<file path="config.mk">
export PLATFORM = sky130hd
export DESIGN_NAME = mem_access_ctrl
export DESIGN_NICKNAME = d
export VERILOG_FILES = /design/src/rtl/mem_access_ctrl_pkg.sv /design/src/rtl/mem_access_ctrl_lane.sv /design/src/rtl/mem_access_ctrl.sv
export SDC_FILE = /design/constraint.sdc
export NUM_CORES = 1
export LEC_CHECK = 0
export BUFFER_PORTS_ARGS = -buffer_cell sky130_fd_sc_hd__buf_2
export CORE_MARGIN = 1
export CORE_UTILIZATION = 31
export DETAILED_ROUTE_END_ITERATION = 12
export HOLD_SLACK_MARGIN = 0.02
export PLACE_DENSITY_LB_ADDON = 0.12
export SLEW_MARGIN = 40
export SYNTH_ARGS = -nofsm -noshare
export SYNTH_HDL_FRONTEND = slang
export SYNTH_HIERARCHICAL = 1
export SYNTH_SLANG_ARGS = --single-unit
</file>
<file path="constraint.sdc">
create_clock -name clk -period 1.45 [get_ports clk]
set_input_delay 0.0725 -clock clk [delete_from_list [all_inputs] [get_ports clk]]
set_output_delay 0.0725 -clock clk [all_outputs]
set_load 0.01 [all_outputs]
</file>
<file path="src/rtl/mem_access_ctrl_pkg.sv">
// Shared definitions for the data-memory access controller.
//   state_e  : controller FSM states
//   size_e   : access size encodings carried on m_size / dreq_size
//   STRB_*   : base byte-strobe patterns (shifted by address offset)
//   OPC_*    : load/store major opcodes decoded upstream of this block
//   is_misaligned() : alignment rule shared by the controller
package mem_access_ctrl_pkg;

  typedef enum logic [1:0] {
    ST_IDLE = 2'd0,
    ST_ADDR = 2'd1,
    ST_DATA = 2'd2,
    ST_DONE = 2'd3
  } state_e;

  typedef enum logic [1:0] {
    SZ_BYTE = 2'd0,
    SZ_HALF = 2'd1,
    SZ_WORD = 2'd2,
    SZ_RSVD = 2'd3
  } size_e;

  localparam logic [3:0] STRB_NONE = 4'b0000;
  localparam logic [3:0] STRB_BYTE = 4'b0001;
  localparam logic [3:0] STRB_HALF = 4'b0011;
  localparam logic [3:0] STRB_WORD = 4'b1111;

  localparam logic [6:0] OPC_LOAD  = 7'b0000011;
  localparam logic [6:0] OPC_STORE = 7'b0100011;

  // Reserved size is handled as a word, so it carries the word rule.
  function automatic logic is_misaligned(input logic [1:0] size,
                                         input logic [1:0] addr_lo);
    logic r;
    case (size)
      SZ_BYTE: r = 1'b0;
      SZ_HALF: r = addr_lo[0];
      default: r = |addr_lo;
    endcase
    return r;
  endfunction

endpackage

</file>
<file path="src/rtl/mem_access_ctrl_lane.sv">
// mem_lane_align: combinational byte-lane steering for data memory.
//   i_size, i_addr_lo : latched access size and byte offset
//   i_write           : 1 = store (strobes/data active), 0 = load
//   i_wdata           : right-aligned store data
//   i_rdata           : raw word returned by memory
//   o_strobe          : byte-enable mask for the store
//   o_wdata           : store data replicated across lanes
//   o_rdata           : load data shifted down to bit 0
module mem_lane_align
  import mem_access_ctrl_pkg::*;
(
  input  logic [1:0]  i_size,
  input  logic [1:0]  i_addr_lo,
  input  logic        i_write,
  input  logic [31:0] i_wdata,
  input  logic [31:0] i_rdata,
  output logic [3:0]  o_strobe,
  output logic [31:0] o_wdata,
  output logic [31:0] o_rdata
);

  always_comb begin
    o_strobe = STRB_NONE;
    o_wdata  = '0;
    if (i_write) begin
      case (i_size)
        SZ_BYTE: begin
          o_strobe = STRB_BYTE << i_addr_lo;
          o_wdata  = {4{i_wdata[7:0]}};
        end
        SZ_HALF: begin
          o_strobe = STRB_HALF << i_addr_lo;
          o_wdata  = {2{i_wdata[15:0]}};
        end
        default: begin
          o_strobe = STRB_WORD;
          o_wdata  = i_wdata;
        end
      endcase
    end
  end

  // Upper bits fill with zero; sign extension happens downstream.
  assign o_rdata = i_rdata >> {i_addr_lo, 3'b000};

endmodule

</file>
<file path="src/rtl/mem_access_ctrl.sv">
// mem_access_ctrl: memory-stage data-memory access controller.
//   clk, reset           : clock and synchronous active-high reset
//   m_vreq/m_write/...   : memory-stage access request (size, addr, wdata)
//   m_advance            : pipeline moves a new instruction into memory stage
//   dreq_*               : request channel to data memory (valid in ADDR only)
//   dresp_*              : address accept, data return, return data
//   m_data               : right-aligned load data, non-zero only in DONE
//   mem_stall            : holds the pipeline until the access completes
//   m_misalign           : current request violates alignment, not issued
module mem_access_ctrl
  import mem_access_ctrl_pkg::*;
(
  input  logic        clk,
  input  logic        reset,
  input  logic        m_vreq,
  input  logic        m_write,
  input  logic [1:0]  m_size,
  input  logic [31:0] m_addr,
  input  logic [31:0] m_wdata,
  input  logic        m_advance,
  output logic        dreq_valid,
  output logic [31:0] dreq_addr,
  output logic [1:0]  dreq_size,
  output logic [3:0]  dreq_strobe,
  output logic [31:0] dreq_data,
  input  logic        dresp_addr_ok,
  input  logic        dresp_data_ok,
  input  logic [31:0] dresp_data,
  output logic [31:0] m_data,
  output logic        mem_stall,
  output logic        m_misalign
);

  state_e      r_state;
  state_e      w_next_state;
  logic [31:0] r_addr;
  logic [1:0]  r_size;
  logic        r_write;
  logic [31:0] r_wdata;
  logic [31:0] r_rdata;

  logic        w_accept;
  logic        w_capture;
  logic        w_issue;
  logic [3:0]  w_strobe;
  logic [31:0] w_lane_wdata;
  logic [31:0] w_lane_rdata;

  // Outputs are gated by reset so they read as idle during the reset cycle,
  // before the synchronous state clear has taken effect.
  assign m_misalign = m_vreq & ~reset & is_misaligned(m_size, m_addr[1:0]);
  assign w_accept   = (r_state == ST_IDLE) & m_vreq & ~m_misalign;
  assign w_capture  = ((r_state == ST_ADDR) & dresp_addr_ok & dresp_data_ok) |
                      ((r_state == ST_DATA) & dresp_data_ok);
  assign w_issue    = (r_state == ST_ADDR) & ~reset;

  always_comb begin
    w_next_state = r_state;
    case (r_state)
      ST_IDLE: if (w_accept) w_next_state = ST_ADDR;
      ST_ADDR: begin
        if (dresp_addr_ok) begin
          w_next_state = dresp_data_ok ? ST_DONE : ST_DATA;
        end
      end
      ST_DATA: if (dresp_data_ok) w_next_state = ST_DONE;
      ST_DONE: if (m_advance) w_next_state = ST_IDLE;
      default: w_next_state = ST_IDLE;
    endcase
  end

  always_ff @(posedge clk) begin
    if (reset) begin
      r_state <= ST_IDLE;
      r_addr  <= '0;
      r_size  <= '0;
      r_write <= 1'b0;
      r_wdata <= '0;
      r_rdata <= '0;
    end else begin
      r_state <= w_next_state;
      if (w_accept) begin
        r_addr  <= m_addr;
        r_size  <= m_size;
        r_write <= m_write;
        r_wdata <= m_wdata;
      end
      if (w_capture) begin
        r_rdata <= dresp_data;
      end
    end
  end

  mem_lane_align u_lane (
    .i_size    (r_size),
    .i_addr_lo (r_addr[1:0]),
    .i_write   (r_write),
    .i_wdata   (r_wdata),
    .i_rdata   (r_rdata),
    .o_strobe  (w_strobe),
    .o_wdata   (w_lane_wdata),
    .o_rdata   (w_lane_rdata)
  );

  assign dreq_valid  = w_issue;
  assign dreq_addr   = w_issue ? r_addr       : '0;
  assign dreq_size   = w_issue ? r_size       : '0;
  assign dreq_strobe = w_issue ? w_strobe     : '0;
  assign dreq_data   = w_issue ? w_lane_wdata : '0;

  assign m_data    = ((r_state == ST_DONE) & ~reset) ? w_lane_rdata : '0;
  assign mem_stall = m_vreq & ~m_misalign & (reset | (r_state != ST_DONE));

endmodule

</file>
# --- Yosys cells after proc, flatten, opt, wreduce, memory -nomap -nowiden ---
# Cells that the tools add are included.
totals:
  output_inout_bits: 105
  elab_cells: 55
  input_bits: 105
  regBits: 101
op_classes:
  n_reduce_logical: 5
  bitwise_logic: 15
  mux: 16
  n_eq_ne: 10
  shift: 3
ops:
  columns: ["cell", "count"]
  rows:
  - ["$mux 32", 4]
  - ["$pmux 32 s2", 1]
  - ["$shr 32x5->32", 1]
  - ["$and 1x1->1", 11]
  - ["$mux 2", 5]
  - ["$ne 2x2->1 const B", 5]
  - ["$mux 4", 2]
  - ["$pmux 2 s4", 1]
  - ["$pmux 4 s2", 1]
  - ["$eq 2x1->1 const B", 3]
  - ["$logic_not 2->1", 3]
  - ["$eq 2x2->1 const B", 2]
  - ["$reduce_and 4->1", 1]
  - ["$shl 1x2->4 const A", 1]
  - ["$shl 2x2->4 const A", 1]
  - ["$not 1->1", 2]
  - ["$or 1x1->1", 2]
  - ["$pmux 1 s2", 1]
  - ["$reduce_or 2->1", 1]
  - ["$mux 1", 1]

# --- Longest topological paths before layout ---
logic_depth:
  ltp_word: 7
  ltp_mapped: 8
  mapped_depth_nobuf: 6

# --- Hierarchy ---
# Netlist, hierarchy kept.
modules_own_cells:
  columns: ["module", "n_inst", "area_per_inst_um2", "cells_each", "seq_area_each_um2"]
  rows:
  - ["mem_access_ctrl", 1, 4339.2, 575, 2021.9]
  - ["mem_lane_align", 1, 1141.1, 156, 0.0]

# --- Least setup slack after synthesis ---
# Ideal clock, no wire load.
synth_path:
  kind: "register -> output"
  from: "register r_state[1]"
  to: "output port dreq_data[22]"
  path_stages_with_launch: 7
  t_required_ns: 1.378
  slack_ns: -0.035
  arrival_time_ns: 1.412
  path_cell_list: "dfxtp_1 > inv_1 > ha_1 > inv_1 > nor2_1 > clkbuf_1 > and2_1"
synth_between:
  elab_chain_len: 3
synth_lines:
  columns: ["element", "line", "rtl"]
  rows:
  - ["start, declared", "mem_access_ctrl.sv:34", "state_e r_state;"]
  - ["start signal, assigned", "mem_access_ctrl.sv:81", "r_state <= w_next_state;"]
  - ["$eq 2x1->1", "mem_access_ctrl.sv:55", "assign w_issue = (r_state == ST_ADDR) & ~reset;"]
  - ["$and 1x1->1", "mem_access_ctrl.sv:55", null]
  - ["net dreq_valid", "mem_access_ctrl.sv:21", "output logic dreq_valid,"]
  - ["$mux 32", "mem_access_ctrl.sv:109", "assign dreq_data = w_issue ? w_lane_wdata : '0;"]
  - ["end, declared", "mem_access_ctrl.sv:25", "output logic [31:0] dreq_data,"]
# The timed path passes the listed nets, and every way through them passes these cells.

# --- Final worst setup path ---
layout_path:
  from: "register r_size[0]"
  to: "output port dreq_data[29]"
layout_between:
  elab_chain_len: 4
layout_lines:
  columns: ["element", "line", "rtl"]
  rows:
  - ["start, declared", "mem_access_ctrl.sv:37", "logic [1:0] r_size;"]
  - ["start signal, assigned", "mem_access_ctrl.sv:84", "r_size <= m_size;"]
  - ["$eq 2x1->1 or $logic_not 2->1 (tied branches)", "mem_access_ctrl_lane.sv:26", "case (i_size)"]
  - ["$pmux 32 s2 (*)", "mem_access_ctrl_lane.sv:26", null]
  - ["$mux 32 (*)", "mem_access_ctrl_lane.sv:25", "if (i_write) begin"]
  - ["net w_lane_wdata[29]", "mem_access_ctrl.sv:46", "logic [31:0] w_lane_wdata;"]
  - ["$mux 32 (*)", "mem_access_ctrl.sv:109", null]
# Mark *: on every way through the listed nets, which the timed path passes. The rest lies on a longest branch.

==> results.toml <==
[status]
status = "complete, but fails checks"
violations = "setup timing"

[sta]
period_needed_ns = 1.82
max_clock_freq_ghz = 0.550
rsz0062_at_grt = "true"
setup_tns_ns = -34.99
whs_ns = 0.0233
hold_violations = 0
final.setup.worst_slack_ns = -0.367
finClkSkew_ns = 0.00523
finalSetupViolCount = 204
worst_slew_pin_slew_ns = 0.637
drv_slew = 0
min_period_over_period_pct = 125
relSlewSlack_pct = 57.5

[routing]
met2_length_um = 12100
dr_total_vias = 6509
wirelength_um = 23400
top_layer = "met4"
dr.pass1.iters = 5
postRouteAntennaNets = 0
drt_iter0_markers = 202
drc = 0
wl_met1_um = 9780
wl_per_cell_um = 17.6
met3_length_um = 976
routed_via_density = 4.89

[cts]
cts_buffers = 9
clock-root-buffer = "clkbuf_16"
insertion_delay_ns = 0.35
path_clk_slew_ns = 0.07
cts_tree = "yes"
cts_max_level = 3
cts.path.max_buffers = 2
clock-sinks = 101

[grt]
grt_max_degree = 37
antenna_found_initial = 0
grt_pass1_wl_um = 32100
grt_pass1_vias = 5975
gr-total-overflow = 0
grt_usage_pct = 23.0

[setup_path]
rr_worst_depth = 9
r2r_start = "r_state[0]$_SDFFE_PP0P_"
crit_type = "reg -> out"
worstSetupStartpoint = "r_size[0]$_SDFFE_PP0P_"
cp.arrival_ns = 1.74
cp_max_fo = 6
cp-start-kind = "flop"
r2r-end = "r_wdata[15]$_SDFFE_PP0P_"
crit_path_end_kind = "output port"
reg2reg_slack_ns = -0.18
required_ns = 1.38

[floorplan]
die_w_um = 135
initial_core_util_pct = 31.7
die_h_um = 135
core.rowCount = 48
die-area_um2 = 18200
io_pins = 210
coreArea_um2 = 17300

[final_layout]
seqCellArea_um2 = 2040
fin_area_um2 = 11300
drive_above_1_share_pct = 55.8
area_delta_synth_final_pct = 105
multiInputGateArea_um2 = 4480
n_antenna_cell = 0
final_nets = 1212
nFillCells = 1398
layout.cells.non_filler = 1332

[yosys]
synth_top_family_by_area = "simple AND/OR/NAND/NOR gates"
synthDistinctLibCells = 37
synthAdderAreaFrac_pct = 1.14
syn_inst = 731
avgSynthCellArea_um2 = 7.50
syn_area_um2 = 5480
ys_seq_elements = 101
seq_area_frac_synth_pct = 36.9
synth-xor-area-share_pct = 0
synth_compound_area_share_pct = 15.0
mappedNetlistNets = 841
yosysWarnings = 6
muxShareOfSynthArea_pct = 8.77
synth_simple_gate_area_share_pct = 32.4

[worst_hold_path]
min_from = "reset"
hold_path.class = "in -> reg"
hold_end = "r_addr[10]$_SDFFE_PP0P_"
whs_path_depth = 2

[power]
p_leak_nw = 4.87
p_per_area_nw_per_um2 = 1110
ir_worst_vdd_mv = 0.659
p_total_w = 0.0125

[placement]
io_buffers = 209
dpl.cell_count = 1146
gp_congestion = 0.802
placedInstanceArea_um2 = 6980
hpwl_um = 12000

[job]
cap_violations = 0
==> cell usage in the layout (no fill, tap or decap), drive strengths merged <==
cell type	synthesis	routed
a31oi	1	1
clkinv	0	3
nor2	19	19
a211o	1	1
nor3b	1	1
o21bai	1	1
inv	5	6
nor2b	10	10
nor4b	1	1
a21o	1	1
o211a	1	1
a211oi	8	8
clkbuf	29	22
o2111ai	1	1
buf	29	305
nand3	1	1
o21ai	11	11
clkinvlp	0	3
and2	120	120
mux2i	48	48
o21a	1	1
bufinv	0	1
nand3b	1	1
ha	5	5
nand2	199	199
nor3	1	1
dlygate4sd3	0	99
a21oi	113	113
dfxtp	101	101
o211ai	1	1
or3b	9	9
nand2b	4	4
o2bb2ai	8	8
==> worst max-delay path, cell delays in order, from the launching register on <==
cell,delay (ns)
dfxtp_4,0.37
buf_12,0.14
buf_4,0.14
mux2i_1,0.12
a211oi_2,0.27
and2_1,0.21
buf_2,0.15
==> layer usage <==
layer / GRT usage, % / vias to the layer above
met5: 0 / -
met4: 6.30 / 0
met3: 3.08 / 36
met2: 42.0 / 191
met1: 28.1 / 3123
li1: - / 3159
==> kinds of logic after synthesis <==
group	after synthesis
compound gates	148
fa+ha+maj	5
buf+inv	63
flops	101
mux	48
simple gates	366
==> repair_timing <==
action                                  CTS  global route
hold buffers                             99             0
resized for setup                       121           369
cloned                                   23            14
endpoints found under the setup margin  160           205
hold endpoints to repair                 99             0
setup buffers                            28            16
pin swaps                                53           166
==> worst max-delay path by stage <==
stage                     cells past startpoint                       to  slack (ns)
after floorplan                               8  r_rdata[1]$_SDFFE_PP0P_        0.02
after global placement                        6  r_state[1]$_SDFFE_PP0P_       -0.02
after detailed placement                      6  r_state[1]$_SDFFE_PP0P_       -0.06
after CTS                                     5             dreq_data[9]       -0.34
after global routing                          8             dreq_data[1]       -0.41
final                                         6            dreq_data[29]       -0.37
==> synth_stat cells <==
| cell type | n | area, um2 |
|---|---|---|
| buf_6 | 2 | 22.5 |
| nor2_1 | 18 | 67.6 |
| o21a_1 | 1 | 7.51 |
| nor4b_2 | 1 | 15.0 |
| inv_2 | 1 | 3.75 |
| ha_1 | 5 | 62.6 |
| or3b_2 | 5 | 43.8 |
| or3b_1 | 4 | 35.0 |
| a211o_1 | 1 | 8.76 |
| o2111ai_1 | 1 | 8.76 |
| a21oi_1 | 112 | 561 |
| buf_2 | 16 | 80.1 |
| buf_4 | 7 | 52.6 |
| nor2_2 | 1 | 6.26 |
| and2_1 | 120 | 751 |
| o21bai_1 | 1 | 7.51 |
| a31oi_1 | 1 | 6.26 |
| nand2b_1 | 4 | 25.0 |
| a211oi_1 | 8 | 60.1 |
| nand3b_1 | 1 | 7.51 |
| clkbuf_1 | 29 | 109 |
| a21o_1 | 1 | 7.51 |
| o2bb2ai_1 | 8 | 70.1 |
| mux2i_1 | 48 | 480 |
| nor3b_1 | 1 | 7.51 |
| nor3_1 | 1 | 5.00 |
| buf_12 | 1 | 20.0 |
| nand2_1 | 199 | 747 |
| inv_1 | 4 | 15.0 |
| o211a_1 | 1 | 10.0 |
| nor2b_1 | 10 | 62.6 |
| o21ai_0 | 11 | 55.1 |
| a21oi_2 | 1 | 8.76 |
| nand3_1 | 1 | 5.00 |
| buf_1 | 3 | 11.3 |
| dfxtp_1 | 101 | 2020 |
| o211ai_2 | 1 | 12.5 |
==> layout make-up <==
class,count,area share (%)
clock inverter,7,0.656
timing repair buffer,417,36.6
clock buffer,9,2.00
tap,225,2.50
inverter,5,0.267
multi-input combinational,567,39.8
timing repair inverter,1,0.0667
sequential,101,18.1
==> stage by stage <==
stage / utilization (%) / setup slack [ns]
5_1_grt: 65.1 / -0.406
3_3_place_gp: 40.4 / -0.0193
2_1_floorplan: - / 0.0230
4_1_cts: 55.6 / -0.336
3_5_place_dp: 40.4 / -0.0615
6_report: 65.1 / -0.367
==> sequential cells by signal, indices dropped and copies added (netlist names) <==
signal   count
r_addr      32
r_rdata     32
r_wdata     32
r_size       2
r_state      2
r_write      1
==> where the power goes <==
part / total, W / internal [W] / leakage [nW] / switching [W]
clock: 0.00252 / 0.00135 / 0.146 / 0.00117
combinational: 0.00647 / 0.00346 / 3.90 / 0.00301
sequential: 0.00353 / 0.00317 / 0.826 / 0.000365
No activity file was read; power rests on OpenSTA's default activity.
